[src/rtl/audio_nios_hex_ctrl.sv]
// audio_nios_hex_ctrl: Avalon-MM seven-segment controller with hex decode, per-digit enable and blink
module audio_nios_hex_ctrl #(
  parameter int NUM_DIGITS = 6,
  parameter int BLINK_DIV  = 25000000
) (
  input  logic                      clk,
  input  logic                      reset,
  input  logic [1:0]                address,
  input  logic                      chipselect,
  input  logic                      write_n,
  input  logic [31:0]               writedata,
  output logic [31:0]               readdata,
  output logic [7*NUM_DIGITS-1:0]   out_port
);
  localparam int CW = $clog2(BLINK_DIV);
  localparam logic [16*7-1:0] SEG_LUT = {7'h0E, 7'h06, 7'h21, 7'h46, 7'h03, 7'h08, 7'h10, 7'h00,
                                         7'h78, 7'h02, 7'h12, 7'h19, 7'h30, 7'h24, 7'h79, 7'h40};
  logic [4*NUM_DIGITS-1:0] data_r;
  logic [NUM_DIGITS-1:0]   en_r;
  logic [NUM_DIGITS-1:0]   blink_r;
  logic                    gen_r;
  logic                    phase;
  logic [CW-1:0]           cnt;
  logic [7*NUM_DIGITS-1:0] seg_next;
  logic                    wr;
  logic                    restart;
  assign wr      = chipselect & ~write_n;
  assign restart = wr && address == 2'd3 && writedata[2];
  for (genvar d = 0; d < NUM_DIGITS; d++) begin : g_dig
    logic vis;
    assign vis = gen_r & en_r[d] & ~(blink_r[d] & phase);
    assign seg_next[7*d +: 7] = vis ? SEG_LUT[7*data_r[4*d +: 4] +: 7] : 7'h7F;
  end
  always_comb
    readdata = address == 2'd0 ? 32'(data_r) :
               address == 2'd1 ? 32'(en_r) :
               address == 2'd2 ? 32'(blink_r) : {30'b0, phase, gen_r};
  always_ff @(posedge clk) begin
    if (reset) begin
      data_r   <= '0;
      en_r     <= '1;
      blink_r  <= '0;
      gen_r    <= 1'b1;
      phase    <= 1'b0;
      cnt      <= '0;
      out_port <= '1;
    end else begin
      if (wr && address == 2'd0) data_r  <= writedata[4*NUM_DIGITS-1:0];
      if (wr && address == 2'd1) en_r    <= writedata[NUM_DIGITS-1:0];
      if (wr && address == 2'd2) blink_r <= writedata[NUM_DIGITS-1:0];
      if (wr && address == 2'd3) gen_r   <= writedata[0];
      // restart wins over a coincident terminal count
      if (restart) begin
        cnt   <= '0;
        phase <= 1'b0;
      end else if (cnt == CW'(BLINK_DIV - 1)) begin
        cnt   <= '0;
        phase <= ~phase;
      end else begin
        cnt <= cnt + CW'(1);
      end
      out_port <= seg_next;
    end
  end
endmodule

[config.mk]
export PLATFORM = sky130hd
export DESIGN_NAME = audio_nios_hex_ctrl
export DESIGN_NICKNAME = d
export VERILOG_FILES = /design/src/rtl/audio_nios_hex_ctrl.sv
export SDC_FILE = /design/constraint.sdc
export NUM_CORES = 1
export LEC_CHECK = 0
export ABC_AREA = 1
export BUFFER_PORTS_ARGS = -buffer_cell sky130_fd_sc_hd__buf_2
export CORE_MARGIN = 5
export CORE_UTILIZATION = 43
export CTS_BUF_LIST = sky130_fd_sc_hd__clkbuf_4
export DETAILED_ROUTE_END_ITERATION = 7
export GPL_ROUTABILITY_DRIVEN = 0
export PLACE_DENSITY = 0.71
export RECOVER_POWER = 50
export SYNTH_ARGS = -nofsm -noshare
export SYNTH_HDL_FRONTEND = slang
export SYNTH_SLANG_ARGS = --single-unit
[constraint.sdc]
create_clock -name clk -period 2.05 [get_ports clk]
set_clock_uncertainty 0.15 [all_clocks]
set_input_delay 0.3075 -clock clk [delete_from_list [all_inputs] [get_ports clk]]
set_output_delay 0.3075 -clock clk [all_outputs]
set_load 0.05 [all_outputs]
=== After elaboration in Yosys (flattened, before gate mapping) ===
Index checks and enable logic that the tools add are counted.

* Output and inout bits: 74
* Bits of input ports: 38
* Register bits after elaboration: 105
* Logic and storage cells: 79

* Bitwise logic cells: 33
* Add/subtract/negate cells: 1
* Shift-type cells: 6
* $mul: 6
* Reduce and logical (&&, ||, !) cells: 14
* Multiplexer cells: 3
* Eq/ne operators: 4

{| class="wikitable"
|+ Operators by type and width
! operator !! number
|-
| 112-bit by 8-bit indexed part select with 7-bit output, first input constant || 6
|-
| 3-bit by 4-bit multiplier with 7-bit output, first input constant || 6
|-
| 25-bit by 1-bit adder with 25-bit output, second input constant || 1
|-
| 25-bit equality test, second input constant || 1
|-
| 24-bit 2-to-1 mux || 1
|-
| 1-bit AND || 19
|-
| 1-bit NOT || 14
|-
| 2-bit OR reduction || 7
|-
| 6-bit 2-to-1 mux || 2
|-
| 1-bit logical AND || 5
|-
| 2-bit equality test, second input constant || 2
|-
| 3-bit OR reduction || 1
|-
| 2-bit by 1-bit equality test with 1-bit output, second input constant || 1
|-
| 2-bit zero test || 1
|}

=== Depth between registers and ports, before layout ===
Gate-level depths: netlist of run 1.

* Depth after elaboration: 5
* Depth in mapped cells: 9
* Gate-level depth less buffers: 9

=== Least setup slack after synthesis of run 1 ===
OpenSTA, ideal clock, no wires.

* Path kind: input -> output
* Start: in address[1]
* End: out readdata[1]
* Path slack: 0.038 ns
* Data arrival time: 1.555 ns
* Required time: 1.592 ns
* Cell stages on the path: 4
* Buffers on the path: 1
* Path through: nor2_1 > inv_1 > buf_2 > o2111ai_1

* Word-level cells in the longest chain between the ends: 4
* Elaborated cells on any way between the ends: 6
* Classes of those cells: 2 x eq/ne; 3 x mux; 1 x reduce/logical

{| class="wikitable"
|+ RTL lines
! what !! RTL line !! source
|-
| from (decl) || 8 || <nowiki>input logic [1:0] address,</nowiki>
|-
| 2-bit equality test || 37 || <nowiki>address == 2'd2 ? 32'(blink_r) : {30'b0, phase, gen_r};</nowiki>
|-
| 6-bit 2-to-1 mux || 37 ||
|-
| 6-bit 2-to-1 mux || 36 || <nowiki>address == 2'd1 ? 32'(en_r) :</nowiki>
|-
| 24-bit 2-to-1 mux * || 35 || <nowiki>readdata = address == 2'd0 ? 32'(data_r) :</nowiki>
|-
| to (decl) || 12 || <nowiki>output logic [31:0] readdata,</nowiki>
|}

Every way passes the cells marked *; elsewhere a longest branch is shown, timed or not.

=== Worst setup path after layout of run 1 ===
* Start: reg data_r[11]
* End: out readdata[11]

* Word-level cells in the longest chain between the ends: 1

{| class="wikitable"
|+ RTL lines
! what !! RTL line !! source
|-
| from (decl) || 18 || <nowiki>logic [4*NUM_DIGITS-1:0] data_r;</nowiki>
|-
| from (signal assigned) || 48 || <nowiki>if (wr && address == 2'd0) data_r <= writedata[4*NUM_DIGITS-1:0];</nowiki>
|-
| 24-bit 2-to-1 mux || 35 ||
|}

Every way passes these cells.

==> results.txt, run 1 <==
The clock reaches the later pin of the worst-skew pair after 480 ps. The tools report the highest attainable clock frequency as 0.512 GHz. CTS placed an instance of sky130_fd_sc_hd__clkbuf_4 at the clock tree root. The tools report the nature of the critical path endpoint as an output port.

The total standard cell area after synthesis is 5320 um2. The most common cell after layout, fill and taps aside is sky130_fd_sc_hd__nand2_1. The worst path in the final design needs a cycle of 1950 ps, including I/O delays and setup. The die area is 14700 um2. In this run the remaining antenna-violating nets after routing total 0. Power spread over the standard cell area amounts to 638 nW/um2.

The first detailed-routing pass ran for 4 iterations. The clock-pin slew on the worst setup and hold paths works out to 160 ps. The first-pass GRT wire length was 20600 um. The logs give 49 for the pin count of the biggest net entering global routing and 21.0% for the logic gate share of total power.

The total count of max-transition violations in the final report was 0. The die is 121 um wide. The class of the most critical setup path is register to output port.

In the detailed route, the total length drawn on met3 is 730 um. In this run the number of H-tree levels came out at 3. The met2 layer wire length in the routed design was 6120 um; the wire length after detailed routing was 12800 um. The completed layout was analyzed and its total power is 4.13 mW. The initial utilization of the core area, before any placement, comes to 44.1%. In the finished design, the share of the clock period the worst path needs comes to 95.3%. The worst-case IR drop observed on VDD is 484 uV. The placed instance count is 964. After synthesis, the mean cell area works out to 7.37 um2. The region available for standard cell placement spans 12100 um2. In the final design database the tool counted 921 nets. The wire-length estimate of the detail-placed layout is 8950 um.

Setup violations remaining at the end of the flow were counted as 0. The largest fanout on the critical path is 5, and the per-cell via count in the routed design is 4.80. The number of hold violations in the final report was 0; the delay of the slowest cell on the worst path was 450 ps. Synthesis inferred 105 register bits. The routed metal-1 wirelength is 5730 um, and the proportion of layout cells with a drive suffix above 1 is 20.2%. The tools report the number of antenna violations at the first check in global routing as 1. For flop-to-flop paths, the worst setup slack is 210 ps. Quantity of I/O buffers inserted on ports: 95. The run gives 36.6% as the relative slew slack. At the placement stage, the worst setup path has a slack of 155 ps. The number of design-rule violations left by the first detailed-router iteration came out at 288. For the final routed database, the setup TNS stands at 0 ps. Routed signal wires occupy layers up through met4. The tools report the max capacitance violation total as 0. The tools report the worst-case clock buffer depth as 2. The count of standard-cell rows was 40; the internal power of the cells was 2.77 mW.

At the pin with the least slew margin, the transition time is 945 ps. The run finished with clean final reports. After detailed routing, the average wire length per cell comes to 12.5 um.

After the flow finishes, the layout carries non-filler instances totaling 1020. TritonCTS built the clock tree. The via count of the first global-routing pass was 4422; the part of the power in registers was 53.3%.

On the critical path, the stage with the largest delay is an instance of sky130_fd_sc_hd__dfxtp_1. The number of placed I/O pins is 112. For the arrival time reported for the critical path endpoint, the log shows 1500 ps. Leaving out fill and tap cells, the most frequent cells in the layout are sky130_fd_sc_hd__nand2_1 (138), sky130_fd_sc_hd__nor2_1 (98), sky130_fd_sc_hd__dfxtp_1 (90). Data on the critical path is required at its endpoint by 1590 ps. The number of DRC violations after detailed routing is 0. After synthesis, flip-flops and latches occupy 39.5% of the total area.

The chip height came out at 121 um. The launching element type of the critical path was a register. The area growth from synthesis to layout is 21.8%. The fraction of power spent switching nets was 33.1%. The tightest min-delay check is of the primary input to register type. For the worst hold margin, the log shows 79.1 ps. Walking the worst path, the cells encountered are clkinvlp_4 -> nor2_1 -> clkbuf_4. The setup slack after layout was 96.4 ps. The logs give 17.4% for the global-route total usage across every layer and 0 for the sum of overflow across all layers after global routing. For this design, the sink count on the clock tree is 105.

The via count was 4901; the leakage power total was 2.76 nW. Summed over all nets, the switching power comes to 1.37 mW. The logs give 0 for the number of warnings issued by yosys and 25.7% for the clock group share of total power. Synthesis produced 721 cells. The logs give 36 for the count of different cell masters after synthesis and 9 for the number of CTS-inserted buffers.
==> through the flow <==
step           cell area (um2)  utilization (%)
2_1_floorplan             5340                -
6_report                  6480             53.7
5_1_grt                   6480             53.7
4_1_cts                   6350             52.6
3_3_place_gp              5900             48.9
3_5_place_dp              5900             48.9
==> flip-flops by register name, summed over array words and instances (netlist names) <==
| register | cells |
|---|---|
| out_port | 42 |
| cnt | 25 |
| data_r | 24 |
| blink_r | 6 |
| en_r | 6 |
| gen_r | 1 |
| phase | 1 |
==> worst paths after layout <==
check                  start            to  depth (start not counted)
hold reg to reg       cnt[0]        cnt[0]                          1
hold / removal         reset         gen_r                          4
setup reg to reg       gen_r  out_port[26]                          3
setup / recovery  data_r[11]  readdata[11]                          3
==> power by group through the flow <==
| stage | clock (mW) | combinational [mW] | sequential, mW |
|---|---|---|---|
| 6_report | 1.06 | 0.868 | 2.20 |
| 5_1_grt | 1.19 | 0.935 | 2.22 |
| 4_1_cts | 1.10 | 0.853 | 2.21 |
| 3_5_place_dp | 0 | 0.804 | 2.25 |
| 3_3_place_gp | 0 | 0.799 | 2.25 |
| 2_1_floorplan | 0 | 0.349 | 2.51 |
==> synthesized netlist by cell type (all sizes together) <==
cell     instances  share of area (%)
a211oi           4               0.94
a21oi           37                3.5
a22oi            1               0.14
a31oi            1               0.12
and2             1               0.12
buf             18                2.3
clkbuf          16                1.1
conb             1              0.071
dfxtp          105                 40
ha              37                8.7
inv             81                5.7
nand2          141                 10
nand3           49                4.7
nand3b           1               0.14
nand4            5               0.59
nor2           107                8.0
nor2b            1               0.12
nor3             1              0.094
o2111ai          1               0.16
o211ai          33                4.7
o21ai           57                5.4
o221ai           4               0.66
o311ai           5               0.82
or2              4               0.47
xnor2            3               0.49
xor2             7                1.2
==> layer usage <==
metal  vias to the layer above  GRT usage, %
li1                       2586             -
met1                      2200          21.5
met2                        99          28.7
met3                        16          5.78
met4                         0          5.74
met5                         -             0
==> timing repair <==
item                       4_1_cts  5_1_grt
setup endpoints to repair       11       15
pin swaps                        0        1
setup buffers                    1       10
hold buffers                    28        0
gates resized for setup         16       27
hold endpoints to repair        36        0
==> final cells by class <==
type / instances / area [um2]
diodes: 1 / 2.50
clock buffers: 10 / 75.1
clock inverters: 6 / 58.8
fillers: 1176 / 5590
inverters: 81 / 327
multi-input cells: 508 / 2740
flip-flops and latches: 105 / 2130
well taps: 168 / 210
repair buffers: 141 / 930
==> critical path: cells and delay by family, from the launching register on <==
family        cells  cell delay [ps]
simple gates      1              140
flops             1              450
buf+inv           2              410
==> logic make-up after synthesis <==
kind of cell	after synthesis	synth area share (%)
simple gates	310	24.5
compound gates	143	16.4
buf+inv	115	9.16
flops	105	39.5
fa+ha+maj	37	8.71
xor+xnor	10	1.65
other cells	1	0.0706
No activity file was read; power rests on OpenSTA's default activity.
==> run 2, diff against run 1 <==
Settings changed: ABC_AREA 1 to unset, CTS_BUF_LIST sky130_fd_sc_hd__clkbuf_4 to unset.
==> results.txt, run 2 <==
Counting instances in the post-synthesis netlist gives the leading cell types as sky130_fd_sc_hd__dfxtp_1 (105), sky130_fd_sc_hd__nand2_1 (93), sky130_fd_sc_hd__a21oi_1 (44), sky130_fd_sc_hd__ha_1 (37). In the routed layout, each cell is associated on average with a via count of 5.37. On the critical path the largest part of the delay comes from flip-flops.

On the critical path, the stage with the largest delay is an instance of sky130_fd_sc_hd__dfxtp_1. Setup repair after global routing left no endpoint under its margin. For the number of hold violations in the final report, the log shows 0. Synthesis produced a netlist whose cell count is 616.

Power spread over the standard cell area amounts to 734 nW/um2. More flip-flops sit in one register than any other, and that register is out_port. The total count of max-transition violations in the final report came out at 0.

112 I/O pins were placed. TritonCTS built the clock tree. The share of the Yosys chip area taken by registers is 39.8%.

The root cell of the clock tree is sky130_fd_sc_hd__clkbuf_16. The run gives 2 as the worst-case clock buffer depth. The first global-routing pass estimated 21200 um of wire. The leakage power total is 2.29 nW, and the die area is 14600 um2. For this design, the sink count on the clock tree is 105. After floorplanning, the core was sized to cover 12000 um2. The actual transition at the worst max-transition pin came out at 625 ps.

For the worst slack at placement, the log shows 166 ps. The run gives 0.507 GHz as the highest attainable clock frequency. The logs give 77.0 ps for the setup slack after layout and 379 for the number of design-rule violations left by the first detailed-router iteration. The repair_antennas step left the layout with diodes totalling 0. The number of storage elements in the synthesis netlist works out to 105.

The count of flip-flops with a built-in enable after synthesis was 0. Clock-pin slew was measured on the worst setup and hold paths at 70 ps. On the worst path, the slowest cell contributes a delay of 460 ps. After routing the design area is 6210 um2. The post-synthesis cell type with the largest combined area was sky130_fd_sc_hd__dfxtp_1. Leaving out fill and tap cells, the most frequent cells in the layout are sky130_fd_sc_hd__dfxtp_1 (102), sky130_fd_sc_hd__nand2_1 (93), sky130_fd_sc_hd__clkbuf_1 (52). The signal on the critical path passes through inv_1 -> nor3_1 -> buf_2. The tools report the number of antenna violations at the first check in global routing as 0. For this run, asynchronously set or reset flops after synthesis account for 0%.

Dividing the detail-routed wire length by the instance count gives 14.7 um. The run gives 58.5% as the relative slew slack. The register with the most flip-flops in the layout has 42 of them. The setup-violating endpoint count in the final report was 0; the via count was 4630. The via count of the first global-routing pass is 4477. The run gives 0 as the count of nets left with antenna violations after detail routing. The later pin in the worst-skew pair is clocked with a latency of 360 ps. The fill cell total of the finished layout was 1154.

Summed over all nets, the half-perimeter wirelength after detailed placement is 9530 um. The type of the worst min-delay path was primary input to register. The max capacitance violation total was 0; the instance area at placement was 5990 um2. For this run, the total global-route usage over all layers was measured as 17.8%.

In the final design database the tool counted 786 nets. Most common cell after layout, fill and taps aside: sky130_fd_sc_hd__dfxtp_1. The flow ran to the end, and the final reports show no timing, DRC or antenna violations. CTS H-tree depth: 3.

STA classifies the critical path endpoint as an output port. The horizontal die dimension came out at 121 um. The post-synthesis average cell area works out to 8.57 um2.

Compared with the post-synthesis result, the final layout area differs by 17.5%. In this run switching power makes up 28.7% of total power. The worst setup path is of the register to output port kind. For the initial cell density of the core, the log shows 44.0%. Number of CTS-inserted buffers: 9. Entering global routing, the biggest net connects 39 pins. The buffers plus inverters on the worst setup path was 2. Per report_power, the combinational group accounts for 15.1% of the total. Required time reported for the critical path endpoint: 1590 ps. The largest fanout on the critical path is 7. Yosys attributes the largest share of cell area to sky130_fd_sc_hd__dfxtp_1 (40%), sky130_fd_sc_hd__ha_1 (8.8%), sky130_fd_sc_hd__nand2_1 (6.6%). The prevailing post-synth register cell was sky130_fd_sc_hd__dfxtp_1. Data on the critical path arrives at its endpoint at 1520 ps. The logs give 47.8% for the part of the power in registers and 5 for the first-pass detailed-route iteration total. Buffers added to address setup during post-CTS repair amount to 0. Cells with a size suffix above 1 make up 14.5% of the layout. After detailed routing, the number of remaining DRC violations is 0. The final cycle utilization of the critical path was 96.2%; the chip height was 121 um. The logs give 0 for the number of hold buffers added after cts and 0 for the sum of overflow across all layers after global routing. The synthesized netlist contains 47 unique library cells.

The clock group share of total power is 37.0%. The internal portion of the total power is 3.25 mW. For this run, the number of Yosys warnings is 0. After synthesis the cells add up to 5280 um2.

The proportion of netlist area held by the largest area contributor was 39.8%; the final core utilization was 51.7%. The tools report the launching element type of the critical path as a register. The routed design has 12700 um of wire. Cell with the most instances after synthesis: sky130_fd_sc_hd__dfxtp_1.

In the final layout, the registers with the most flip-flops are out_port x42, cnt x25, data_r x24. The minimum clock period was 1970 ps. The peak ir drop on the vdd network was 388 uV; the quantity of I/O buffers inserted on ports was 95. In the final timing run, aggregate negative setup slack is 0 ps.

The switching component of the power was 1.31 mW; the count of standard-cell rows was 40.
[run 2: cell count changes in the layout (fill, tap and decap cells not counted), moves of 18 or more]
cell	change
sky130_fd_sc_hd__nor2_1	-65
sky130_fd_sc_hd__clkbuf_1	+52
sky130_fd_sc_hd__inv_1	-49
sky130_fd_sc_hd__nand2_1	-45
sky130_fd_sc_hd__o21ai_0	-42
sky130_fd_sc_hd__nand3_1	-34
sky130_fd_sc_hd__buf_2	-33
sky130_fd_sc_hd__dlygate4sd3_1	-28
sky130_fd_sc_hd__o311ai_0	+23
sky130_fd_sc_hd__nor2b_1	+19
sky130_fd_sc_hd__nand2b_1	+18
[run 2: cells by family (layout without fill, tap and decap cells)]
| kind of cell | count (synthesis) | count (layout) | share of synthesized area (%) |
|---|---|---|---|
| other | 1 | 8 | 0.0710 |
| multiplexers | 14 | 14 | 3.15 |
| buffers and inverters | 66 | 159 | 5.64 |
| XOR/XNOR | 12 | 12 | 1.99 |
| adder cells (fa/ha/maj) | 37 | 37 | 8.77 |
| flip-flops | 105 | 105 | 39.8 |
| AND/OR/NAND/NOR | 242 | 242 | 22.9 |
| AO/OA/AOI/OAI | 139 | 139 | 17.6 |
[run 2: final timing paths]
path	startpoint	to	slack, ps	cells past startpoint
hold / removal	writedata[6]	data_r[6]	40	3
setup reg to reg	cnt[7]	cnt[18]	120	5
setup / recovery	data_r[9]	readdata[9]	80	3
hold reg to reg	cnt[0]	cnt[0]	300	1
[run 2: final cells by class]
class / count / area [um2] / area share, %
multi-input combinational: 452 / 2920 / 47.1
sequential: 105 / 2110 / 33.9
timing repair buffer: 124 / 627 / 10.1
clock buffer: 14 / 284 / 4.58
tap: 147 / 184 / 2.96
inverter: 19 / 71.3 / 1.15
clock inverter: 2 / 10.0 / 0.161
[run 2: worst min-delay path, stage by stage]
cell and delay, ps:
sky130_fd_sc_hd__buf_2 90, sky130_fd_sc_hd__nand2_1 50, sky130_fd_sc_hd__a21oi_1 50
[run 2: power by group through the flow]
stage | Clock (mW) | Combinational (mW) | Sequential (mW)
after floorplan | 0 | 0.290 | 2.46
after global placement | 0 | 0.717 | 2.22
after detailed placement | 0 | 0.723 | 2.22
after CTS | 1.72 | 0.724 | 2.18
after global routing | 1.83 | 0.740 | 2.19
final | 1.69 | 0.690 | 2.18
[run 2: per-stage QoR]
| stage | std cells | hold WS, ps | total power, mW |
|---|---|---|---|
| 4_1_cts | 863 | 37.7 | 4.62 |
| 3_5_place_dp | 847 | 291 | 2.95 |
| 3_3_place_gp | 847 | 283 | 2.94 |
| 2_1_floorplan | 623 | 271 | 2.75 |
| 5_1_grt | 863 | 43.4 | 4.76 |
| 6_report | 863 | 37.1 | 4.56 |
[run 2: what timing repair did]
action | in CTS | in global routing
setup endpoints to repair | 1 | 4
gates resized for setup | 1 | 7
pin swaps | 0 | 0
[run 2: metal layers]
layer,track usage [%],vias up,wire [um],part of all wire [%]
met5,0,-,0,0
met4,6.52,0,194,1.5
met3,4.12,15,582,4.6
met2,30.3,92,6340,50
met1,21.9,2183,5580,44
li1,-,2340,-,-
